`config.mk`:
```
export PLATFORM = sky130hd
export DESIGN_NAME = button_conditioner
export DESIGN_NICKNAME = d
export VERILOG_FILES = /design/src/rtl/btn_pkg.sv /design/src/rtl/button_conditioner_debounce.sv /design/src/rtl/synchronizer.sv /design/src/rtl/button_conditioner.sv
export SDC_FILE = /design/constraint.sdc
export NUM_CORES = 1
export LEC_CHECK = 0
export BUFFER_PORTS_ARGS = -buffer_cell sky130_fd_sc_hd__buf_2
export CAP_MARGIN = 20
export CORE_ASPECT_RATIO = 1.1
export CORE_MARGIN = 8
export CORE_UTILIZATION = 65
export CTS_BUF_LIST = sky130_fd_sc_hd__clkbuf_8
export DETAILED_ROUTE_END_ITERATION = 10
export HOLD_SLACK_MARGIN = 0.12
export PLACE_DENSITY = 0.82
export SYNTH_ARGS = -nofsm -noshare
export SYNTH_HDL_FRONTEND = slang
export SYNTH_SLANG_ARGS = --single-unit
```
`constraint.sdc`:
```
create_clock -name clk_in -period 5.7 [get_ports clk_in]
set_input_delay 0.285 -clock clk_in [delete_from_list [all_inputs] [get_ports clk_in]]
set_output_delay 0.285 -clock clk_in [all_outputs]
set_load 0.01 [all_outputs]
```
`src/rtl/btn_pkg.sv`:
```
// Shared types and helpers for the button conditioner blocks.
package btn_pkg;

    typedef enum logic [1:0] {
        BTN_IDLE,
        BTN_PRESSED,
        BTN_HELD
    } btn_state_t;

    // Bits needed to hold 0..max_val; never less than one bit.
    function automatic int cnt_width(input int max_val);
        return (max_val < 1) ? 1 : $clog2(max_val + 1);
    endfunction

endpackage

```
`src/rtl/button_conditioner_debounce.sv`:
```
// Debounce core: level follows raw only after CYCLES consecutive disagreeing
// samples. rise_o/fall_o flag the edge on which level is about to flip.
module debounce_core
    import btn_pkg::*;
#(
    parameter int CYCLES = 1000000
) (
    input  logic clk_in,
    input  logic rst_in,
    input  logic raw_i,
    output logic level_o,
    output logic rise_o,
    output logic fall_o
);

    localparam int             CNT_W = cnt_width(CYCLES - 1);
    localparam logic [CNT_W-1:0] LAST = CNT_W'(CYCLES - 1);

    logic             level_q, level_d;
    logic [CNT_W-1:0] cnt_q, cnt_d;
    logic             flip;

    always_comb begin
        level_d = level_q;
        cnt_d   = cnt_q;
        flip    = 1'b0;
        if (raw_i == level_q) begin
            cnt_d = '0;
        end else if (cnt_q == LAST) begin
            flip    = 1'b1;
            level_d = raw_i;
            cnt_d   = '0;
        end else begin
            cnt_d = cnt_q + 1'b1;
        end
    end

    always_ff @(posedge clk_in) begin
        if (rst_in) begin
            level_q <= 1'b0;
            cnt_q   <= '0;
        end else begin
            level_q <= level_d;
            cnt_q   <= cnt_d;
        end
    end

    assign level_o = level_q;
    assign rise_o  = flip & raw_i;
    assign fall_o  = flip & ~raw_i;

endmodule

```
`src/rtl/synchronizer.sv`:
```
// Multi-flop synchronizer for a single asynchronous bit. Reset preloads the
// chain with the current input so a held level is seen immediately.
module synchronizer #(
    parameter int DEPTH = 2
) (
    input  logic clk_in,
    input  logic rst_in,
    input  logic a_in,
    output logic s_out
);

    logic [DEPTH-1:0] chain_q;

    always_ff @(posedge clk_in) begin
        if (rst_in) begin
            chain_q <= {DEPTH{a_in}};
        end else begin
            chain_q <= {chain_q[DEPTH-2:0], a_in};
        end
    end

    assign s_out = chain_q[DEPTH-1];

endmodule

```
`src/rtl/button_conditioner.sv`:
```
// Button/switch conditioner: synchronize, debounce, then decode press,
// release, long-press and auto-repeat pulses.
module button_conditioner
    import btn_pkg::*;
#(
    parameter int SYNC_DEPTH      = 2,
    parameter int DEBOUNCE_CYCLES = 1000000,
    parameter int HOLD_CYCLES     = 50000000,
    parameter int REPEAT_CYCLES   = 10000000,
    parameter int ACTIVE_LOW      = 0
) (
    input  logic clk_in,
    input  logic rst_in,
    input  logic us_in,
    output logic level_out,
    output logic press_out,
    output logic release_out,
    output logic long_out,
    output logic repeat_out
);

    localparam int HOLD_W = cnt_width(HOLD_CYCLES - 1);
    localparam int REP_W  = cnt_width((REPEAT_CYCLES == 0) ? 0 : REPEAT_CYCLES - 1);
    localparam logic [HOLD_W-1:0] HOLD_LAST = HOLD_W'(HOLD_CYCLES - 1);
    localparam logic [REP_W-1:0]  REP_LAST  = REP_W'((REPEAT_CYCLES == 0) ? 0 : REPEAT_CYCLES - 1);

    logic sync_out, raw, rise, fall;

    synchronizer #(.DEPTH(SYNC_DEPTH)) u_sync (
        .clk_in (clk_in),
        .rst_in (rst_in),
        .a_in   (us_in),
        .s_out  (sync_out)
    );

    assign raw = sync_out ^ (ACTIVE_LOW != 0);

    debounce_core #(.CYCLES(DEBOUNCE_CYCLES)) u_deb (
        .clk_in  (clk_in),
        .rst_in  (rst_in),
        .raw_i   (raw),
        .level_o (level_out),
        .rise_o  (rise),
        .fall_o  (fall)
    );

    btn_state_t        state_q, state_d;
    logic [HOLD_W-1:0] hold_q, hold_d;
    logic [REP_W-1:0]  rep_q, rep_d;
    logic              press_q, press_d, release_q, release_d;
    logic              long_q, long_d, repeat_q, repeat_d;

    // The FSM reacts on the same edge the debounced level flips, so pulses
    // line up with the cycle press_out is high.
    always_comb begin
        state_d   = state_q;
        hold_d    = hold_q;
        rep_d     = rep_q;
        press_d   = rise;
        release_d = fall;
        long_d    = 1'b0;
        repeat_d  = 1'b0;
        if (fall) begin
            state_d = BTN_IDLE;
            hold_d  = '0;
            rep_d   = '0;
        end else begin
            case (state_q)
                BTN_IDLE: begin
                    if (rise) begin
                        state_d = BTN_PRESSED;
                        hold_d  = '0;
                    end
                end
                BTN_PRESSED: begin
                    if (hold_q == HOLD_LAST) begin
                        long_d  = 1'b1;
                        state_d = BTN_HELD;
                        hold_d  = '0;
                        rep_d   = '0;
                    end else begin
                        hold_d = hold_q + 1'b1;
                    end
                end
                BTN_HELD: begin
                    if (REPEAT_CYCLES != 0) begin
                        if (rep_q == REP_LAST) begin
                            repeat_d = 1'b1;
                            rep_d    = '0;
                        end else begin
                            rep_d = rep_q + 1'b1;
                        end
                    end
                end
                default: state_d = BTN_IDLE;
            endcase
        end
    end

    always_ff @(posedge clk_in) begin
        if (rst_in) begin
            state_q   <= BTN_IDLE;
            hold_q    <= '0;
            rep_q     <= '0;
            press_q   <= 1'b0;
            release_q <= 1'b0;
            long_q    <= 1'b0;
            repeat_q  <= 1'b0;
        end else begin
            state_q   <= state_d;
            hold_q    <= hold_d;
            rep_q     <= rep_d;
            press_q   <= press_d;
            release_q <= release_d;
            long_q    <= long_d;
            repeat_q  <= repeat_d;
        end
    end

    assign press_out   = press_q;
    assign release_out = release_q;
    assign long_out    = long_q;
    assign repeat_out  = repeat_q;

endmodule
```
* Word-level counts from Yosys, hierarchy flattened *
Cells that the tools add are included.

word-level totals
  bits in registers = 79
  input port bits = 3
  word-level logic and storage cells = 52

cells by class
  add/subtract/negate cells = 3
  equality and inequality tests = 8
  mux-type cells = 14
  bitwise logic cells = 6
  reduce and logical (&&, ||, !) cells = 11

operators with widths
  operator                 number
  $mux W26                 2
  $pmux W26 S2             1
  $mux W24                 2
  $pmux W24 S2             1
  $add A26 B1 Y26 const B  1
  $eq A26 B26 Y1 const B   1
  $add A24 B1 Y24 const B  1
  $eq A24 B24 Y1 const B   1
  $add A20 B1 Y20 const B  1
  $eq A20 B20 Y1 const B   1
  $reduce_or A3 Y1         3
  $mux W2                  3
  $pmux W2 S3              1
  $reduce_and A2 Y1        3
  $mux W1                  4
  $ne A2 B2 Y1 const B     2
  $not A1 Y1               4
  $reduce_bool A2 Y1       2
  $reduce_and A3 Y1        1
  $and A1 B1 Y1            2
  $eq A2 B1 Y1 const B     1
  $eq A2 B2 Y1 const B     1
  $logic_not A2 Y1         1
  $reduce_or A2 Y1         1
  $eq A1 B1 Y1             1

* Longest topological paths before layout *
Gate-level depths: netlist of run 1.

  depth after elaboration = 6
  depth in mapped cells = 7
  gate-level depth less buffers = 6

* By module *
A second synthesis of run 1 with hierarchy kept.

unflattened totals
  cells, all modules = 464
  area, all modules = 3960.0 um2

by module, submodules not included
  module              times used  cells an instance  area each (um2)  seq. area each (um2)
  button_conditioner  1           344                2905.3           1121.1
  debounce_core       1           117                999.7            420.4
  synchronizer        1           3                  55.1             40.0

* Worst setup path after synthesis of run 1 *
OpenSTA, ideal clock, no wires.

  path type = register to register
  start point = reg hold_q[9]
  end point = reg hold_q[21]
  library setup time = 132 ps
  data arrival time = 1845 ps
  data required time = 5568 ps
  setup slack = 3723 ps
  stages on the path, launching flop included = 8
  clock period less this slack = 1977 ps
  cells stage by stage = dfxtp_1 -> buf_6 -> or4_4 -> nor4_4 -> a21oi_2 -> buf_6 -> a211oi_2 -> nor3_1

on the way
  longest elaborated chain between the ends = 3
  elaborated cells between the ends (all ways) = 4
  those cells by class = 1 x add/sub; 1 x eq/ne; 2 x mux

ends and longest elaborated chain
  element                                                   RTL line                                            source
  start, declared                                           button_conditioner.sv:48                            logic [HOLD_W-1:0] hold_q, hold_d;
  start signal, assigned                                    button_conditioner.sv:111                           hold_q <= hold_d;
  $add A26 B1 Y26 / $eq A26 B26 Y1 (equally long branches)  button_conditioner.sv:82, button_conditioner.sv:76
  $mux W26 (*)                                              button_conditioner.sv:76                            if (hold_q == HOLD_LAST) begin
  $pmux W26 S2 (*)                                          button_conditioner.sv:68                            case (state_q)

Mark *: on every way between the ends. The rest lies on a longest branch, timed or not.
A chain may end at the register's enable or synchronous reset.

* Worst setup path in the final report of run 1 *
  start point = reg rep_q[0]
  end point = reg rep_q[21]

on the way
  longest elaborated chain between the ends = 3
  elaborated cells between the ends (all ways) = 4
  those cells by class = 1 x add/sub; 1 x eq/ne; 2 x mux

ends and longest elaborated chain
  element                                                   RTL line                                            source
  start, declared                                           button_conditioner.sv:49                            logic [REP_W-1:0] rep_q, rep_d;
  start signal, assigned                                    button_conditioner.sv:112                           rep_q <= rep_d;
  $add A24 B1 Y24 / $eq A24 B24 Y1 (equally long branches)  button_conditioner.sv:91, button_conditioner.sv:87
  $mux W24 (*)                                              button_conditioner.sv:87                            if (rep_q == REP_LAST) begin
  $pmux W24 S2 (*)                                          button_conditioner.sv:68

Marks and branches as above.

==> run_results.csv, run 1 <==
group,metric,value,unit
run_status,outcome,"completed",
layout,n_antenna_cell,0,
worst_setup_path,cp_max_fo,14,
layout,drive_gt1_frac,0.0860,
synthesis,muxShareOfSynthArea,0.00980,
global_routing,grt_max_degree,29,
timing,max_slew_margin,0.349,
timing,worstMarginPinSlew,0.976,ns
synthesis,synthAdderAreaFrac,0.00890,
clock_network,h-tree-depth,3,
layout,final_area,4480,um^2
timing,finalSetupTns,0,ns
worst_setup_path,cp_slowest_cell,"nor4_1",
floorplanning,fp.dieW,92.8,um
power_and_ir_drop,p_leak,1.30,nW
clock_network,cts_buffers,9,
clock_network,cts_resized,0,
layout,nets,524,
worst_setup_path,start_kind,"register",
routing,drtIter0Drc,310,
synthesis,ys.flop_type,"dfxtp_1",
worst_setup_path,critPathKind,"register to register",
worst_hold_path,hold_path.class,"input port to register",
timing,drv_slew,0,
worst_setup_path,reg2reg_slack,3.22,ns
floorplanning,die_height,100,um
global_routing,grt_pass1_vias,3699,
routing,vias,4045,
clock_network,cts_tree,"done",
placed_design,dp_hpwl,6500,um
worst_setup_path,slowest_delay,0.60,ns
worst_setup_path,r2r_start,"rep_q[0]$_SDFFE_PP0P_",
worst_setup_path,critPathRequiredTime,5.93,ns
worst_setup_path,reg2reg_to,"rep_q[21]$_SDFFE_PP0P_",
worst_setup_path,cp_num_buf_inv,0,
floorplanning,die-area,9320,um^2
worst_setup_path,critPathCaptureType,"register",
layout,layout_common_cells,"79 x dfxtp_1, 59 x nand2_1, 52 x nor2_1, 34 x nand4_1",
routing,firstDrtPassIters,5,
synthesis,yosysWarnings,0,
layout,mostFrequentLayoutCell,"dfxtp_1",
timing,period_needed,2.48,ns
timing,finalCritPeriodShare,0.435,
floorplanning,initial_core_util,0.677,
global_routing,grt_usage,0.213,
layout,area_growth,6.20,%
clock_network,clockBufferDepth,2,
clock_network,root_buffer,"clkbuf_8",
placed_design,port_buffers,7,
power_and_ir_drop,power.density,222,nW/um^2
worst_hold_path,hp-start,"rst_in",
timing,skew,0.00862,ns
timing,report.final.hold_viol_count,0,
synthesis,synth_nets,532,
worst_hold_path,holdPathStages,2,
worst_setup_path,r2r_cells,6,
synthesis,synth_xor_area_frac,0.0395,
floorplanning,rows,30,
floorplanning,core-area,6230,um^2
synthesis,async_flop_share,0,
clock_network,cts_setup_buffers,0,
synthesis,ys_seq_elements,79,
global_routing,grt_overflow,0,
clock_network,clkTransAtPathRegs,0.08,ns
power_and_ir_drop,vdd_drop_max,0.173,mV
placed_design,post_dp_cell_area,4240,um^2
routing,routedWlPerCell,16.0,um
routing,vias_per_cell,6.71,
job,maxCapViolations,0,
synthesis,syn_area_per_cell,8.01,um^2
synthesis,ys_types,57,
worst_hold_path,hold-path-endpoint,"u_deb.level_o$_SDFFE_PP0P_",
synthesis,yosys.area_share.simple,0.361,
worst_setup_path,worst-path-stages,6,
clock_network,clock-sinks,79,
synthesis,synth_edf_count,0,
floorplanning,io_pins,8,
timing,finalSetupViolations,0,
global_routing,antenna_found_initial,0,
synthesis,yosysSeqAreaShare,0.375,
timing,rsz0062_at_grt,"no",
routing,postRouteAntennaNets,0,
synthesis,postSynthCellCount,526,
clock_network,clk_latency,0.35,ns
routing,drt_wl_total,9670,um
timing,fmax,404,MHz
routing,drc,0,
clock_network,cts_hold_buf,1,
synthesis,syn_area,4220,um^2
worst_setup_path,cp.arrival,2.70,ns
synthesis,synth_top_family_by_area,"simple AND/OR/NAND/NOR gates",
worst_setup_path,critical-path-top-delay-family,"simple AND/OR/NAND/NOR gates",
placed_design,place.gp.congestion,0.911,
worst_setup_path,critical_path.cell_chain,"ha_1, nand4_1, nor4_1, a21oi_1, a211oi_1, nor3_1",
global_routing,grt_pass1_wl,16600,um
synthesis,synth-compound-area-share,0.165,
==> cell type report <==
class | instances | area (um^2)
fillers | 490 | 1750
flip-flops and latches | 79 | 1580
well taps | 80 | 100
repair buffers | 13 | 90.1
clock buffers | 10 | 138
multi-input cells | 408 | 2470
clock inverters | 6 | 67.6
inverters | 7 | 26.3
==> cells by family after synthesis <==
logic type / count (synthesis)
AO/OA/AOI/OAI: 103
XOR/XNOR: 19
adder cells (fa/ha/maj): 3
buffers and inverters: 39
flip-flops: 79
multiplexers: 4
AND/OR/NAND/NOR: 279
==> per-layer routing <==
metal	track usage	up-vias	wire [um]
met5	0	-	0
met4	0.0968	0	176
met3	0.0276	18	532
met2	0.364	133	4660
met1	0.258	1930	4300
li1	-	1964	-
==> power by group <==
part	leakage, nW	total (W)	switching (W)	internal [W]
Combinational	0.560	0.0000170	0.0000119	0.00000509
Sequential	0.637	0.000554	0.000000962	0.000553
Clock	0.0989	0.000425	0.000209	0.000216
==> synth_stat cells (4+ instances only) <==
cell type	instances	area, um^2
clkbuf_1	23	86.3
inv_1	7	26.3
a41oi_1	10	87.6
nor2_1	52	195
nor4_1	10	62.6
xnor2_1	9	78.8
a21oi_1	29	145
dfxtp_1	79	1580
nand2_1	59	221
xor2_1	10	87.6
a31oi_1	23	144
and4_1	5	43.8
or2_2	4	25.0
buf_2	6	30.0
nand3_1	29	145
nand4_1	34	213
a211oi_1	9	67.6
and2_1	5	31.3
or3_1	12	75.1
a311oi_1	9	78.8
nand2b_1	8	50.1
o21ai_0	8	40.0
nor4b_1	8	70.1
nor3_1	17	85.1
and3_1	12	75.1
or4_1	4	30.0
==> how the worst max path moves through the flow <==
stage                                          start                      end  slack, ns
after floorplan               hold_q[9]$_SDFFE_PP0P_  hold_q[21]$_SDFFE_PP0P_       3.72
after global placement    u_deb.cnt_q[11]$_SDFF_PP0_  hold_q[25]$_SDFFE_PP0P_       3.04
after detailed placement   u_deb.cnt_q[6]$_SDFF_PP0_  hold_q[25]$_SDFFE_PP0P_       2.94
final                          rep_q[0]$_SDFFE_PP0P_   rep_q[21]$_SDFFE_PP0P_       3.22
after global routing           rep_q[1]$_SDFFE_PP0P_   rep_q[17]$_SDFFE_PP0P_       2.87
after CTS                  u_deb.cnt_q[6]$_SDFF_PP0_  hold_q[25]$_SDFFE_PP0P_       2.94
==> sequential cells by signal (all words and copies together), names as in the netlist <==
| register | cells |
|---|---|
| state_q | 2 |
| hold_q | 26 |
| u_sync.chain_q | 2 |
| press_out | 1 |
| long_out | 1 |
| release_out | 1 |
| u_deb.level_o | 1 |
| rep_q | 24 |
| u_deb.cnt_q | 20 |
| repeat_out | 1 |
==> through the flow <==
| stage | power, W | utilization | instances | setup WS [ns] | hold slack [ns] |
|---|---|---|---|---|---|
| after floorplan | 0.000578 | - | 526 | 3.72 | 0.313 |
| after global placement | 0.000582 | 0.680 | 584 | 3.04 | 0.401 |
| after detailed placement | 0.000582 | 0.680 | 584 | 2.94 | 0.410 |
| after CTS | 0.00100 | 0.715 | 601 | 2.94 | 0.157 |
| after global routing | 0.00103 | 0.718 | 603 | 2.87 | 0.179 |
| final | 0.000996 | 0.718 | 603 | 3.22 | 0.170 |
Note: power is estimated with default switching activity, not from simulation.
==> run 2, diff against run 1 <==
==> constraint.sdc (replaced) <==
create_clock -name clk_in -period 2.4 [get_ports clk_in]
set_input_delay 0.12 -clock clk_in [delete_from_list [all_inputs] [get_ports clk_in]]
set_output_delay 0.12 -clock clk_in [all_outputs]
set_load 0.01 [all_outputs]
==> run 2 against run 1 <==
Non-clock buffer count grew 21. Via count grew 2.1%. Cell count grew 3.5%. Clock skew grew 0.0040 ns.
==> run_results.csv, run 2 (same netlist as run 1, synthesis figures left out) <==
group,metric,value,unit
worst_setup_path,cp.arrival,2.49,ns
power_and_ir_drop,p_sw_frac,0.233,
clock_network,clk_latency,0.36,ns
worst_setup_path,r2r_cells,6,
global_routing,met3_usage,0.0455,
timing,hold_ws,0.417,ns
layout,layout.cells.non_filler,624,
worst_setup_path,critical_path.cell_chain,"ha_1, nand4_1, nor4_1, a21oi_2, a211oi_1, nor3_1",
worst_setup_path,cp_max_fo,19,
clock_network,clock-sinks,79,
power_and_ir_drop,power.density,517,nW/um^2
global_routing,use_met2,0.375,
layout,final_area,4650,um^2
clock_network,cts_tree,"done",
routing,vias_per_cell,6.62,
floorplanning,fp.dieW,92.8,um
worst_setup_path,critPathCaptureType,"register",
worst_setup_path,critical-path-top-delay-family,"simple AND/OR/NAND/NOR gates",
timing,finalCritPeriodShare,0.936,
power_and_ir_drop,vdd_drop_max,0.336,mV
routing,drc,0,
global_routing,grt_max_degree,55,
placed_design,port_buffers,7,
routing,postRouteAntennaNets,0,
worst_setup_path,r2r_start,"hold_q[0]$_SDFFE_PP0P_",
worst_setup_path,start_kind,"register",
floorplanning,die_height,100,um
worst_setup_path,cp_slowest_cell,"nor4_1",
power_and_ir_drop,pwr-share-comb,0.018,
worst_hold_path,hold_path.class,"input port to register",
worst_setup_path,reg2reg_to,"rep_q[21]$_SDFFE_PP0P_",
placed_design,dp.cells,606,
routing,vias,4129,
floorplanning,core-area,6230,um^2
clock_network,root_buffer,"clkbuf_8",
timing,finalSetupViolations,0,
layout,fill_cells,497,
worst_hold_path,holdPathStages,2,
worst_setup_path,critPathRequiredTime,2.65,ns
job,maxCapViolations,0,
layout,top_register,"hold_q",
placed_design,dp_hpwl,6900,um
clock_network,clockBufferDepth,2,
timing,period_needed,2.25,ns
layout,layout_common_cells,"79 x dfxtp_1, 59 x nand2_1, 52 x nor2_1, 34 x nand4_1, 29 x nand3_1",
power_and_ir_drop,pwr-share-seq,0.548,
layout,mostFrequentLayoutCell,"dfxtp_1",
timing,worstMarginPinSlew,0.895,ns
clock_network,cts_setup_buffers,0,
routing,drtIter0Drc,329,
floorplanning,io_pins,8,
worst_hold_path,hold-path-endpoint,"u_sync.chain_q[0]$_DFF_P_",
floorplanning,rows,30,
global_routing,grt_usage,0.225,
worst_setup_path,slowest_delay,0.53,ns
layout,area_growth,10.4,%
floorplanning,initial_core_util,0.677,
worst_hold_path,hp-start,"us_in",
placed_design,pre_cts_ws,0.111,ns
power_and_ir_drop,p_clk_frac,0.435,
global_routing,grt_pass1_wl,17500,um
global_routing,grtUsageMet1,0.274,
timing,rsz0062_at_grt,"no",
layout,n_antenna_cell,0,
timing,report.final.hold_viol_count,0,
global_routing,antenna_found_initial,0,
worst_setup_path,cp_num_buf_inv,0,
placed_design,post_dp_cell_area,4420,um^2
layout,largest_reg_flops,26,
global_routing,grt_overflow,0,
clock_network,h-tree-depth,3,
floorplanning,die-area,9320,um^2
routing,routedWlPerCell,16.5,um
timing,skew,0.0127,ns
run_status,outcome,"completed",
power_and_ir_drop,power_switching,0.000561,W
clock_network,cts_buffers,9,
clock_network,clkTransAtPathRegs,0.09,ns
layout,reg.largest.list,"hold_q: 26 flops, rep_q: 24 flops, u_deb.cnt_q: 20 flops",
timing,setup_ws,0.153,ns
worst_setup_path,critPathKind,"register to register",
timing,fmax,445,MHz
global_routing,grt.busiest_layer,"met2",
timing,finalSetupTns,0,ns
timing,drv_slew,0,
power_and_ir_drop,p_leak,1.43,nW
routing,firstDrtPassIters,5,
worst_setup_path,reg2reg_slack,0.15,ns
placed_design,place.gp.congestion,0.950,
routing,drt_wl_total,10300,um
global_routing,grt_pass1_vias,3817,
power_and_ir_drop,internal_power,0.00184,W
timing,max_slew_margin,0.403,
layout,drive_gt1_frac,0.121,
layout,nets,545,
[run 2: layout make-up]
class	instances	area (um^2)	share of cell area
Timing Repair Buffer	34	255	0.0549
Sequential cell	79	1580	0.340
Clock buffer	10	138	0.0296
Clock inverter	6	66.3	0.0143
Multi-Input combinational cell	408	2490	0.534
Inverter	7	26.3	0.00565
Tap cell	80	100	0.0215
[run 2: power groups by stage]
stage | sequential (W) | combinational [W] | clock (W)
after floorplan | 0.00135 | 0.0000260 | 0
after global placement | 0.00135 | 0.0000392 | 0
after detailed placement | 0.00135 | 0.0000404 | 0
after CTS | 0.00132 | 0.0000429 | 0.00106
after global routing | 0.00132 | 0.0000468 | 0.00111
final | 0.00132 | 0.0000431 | 0.00104
[run 2: worst max-delay path by stage]
stage / cells past startpoint / endpoint / from
finish: 6 / rep_q[21]$_SDFFE_PP0P_ / hold_q[0]$_SDFFE_PP0P_
global route: 6 / rep_q[21]$_SDFFE_PP0P_ / hold_q[0]$_SDFFE_PP0P_
CTS: 6 / rep_q[17]$_SDFFE_PP0P_ / rep_q[0]$_SDFFE_PP0P_
detailed placement: 6 / rep_q[17]$_SDFFE_PP0P_ / rep_q[0]$_SDFFE_PP0P_
global placement: 6 / rep_q[18]$_SDFFE_PP0P_ / rep_q[0]$_SDFFE_PP0P_
floorplan: 7 / hold_q[21]$_SDFFE_PP0P_ / hold_q[9]$_SDFFE_PP0P_
[run 2: through the flow]
stage	util	power, W
after floorplan	-	0.00137
after global placement	0.709	0.00139
after detailed placement	0.709	0.00139
after CTS	0.745	0.00242
after global routing	0.747	0.00247
final	0.747	0.00240
[run 2: per-layer routing]
metal / wire (um) / vias to the layer above / share of wire
met5: 0 / - / 0
met4: 150 / 0 / 0.015
met3: 672 / 17 / 0.065
met2: 4980 / 153 / 0.48
met1: 4520 / 1957 / 0.44
li1: - / 2002 / -
[run 2: timing repair]
action / in CTS / in global routing
endpoints found under the hold margin: 5 / 0
hold buffers: 2 / 0
setup endpoints to repair: 0 / 6
gates resized for setup: 0 / 2
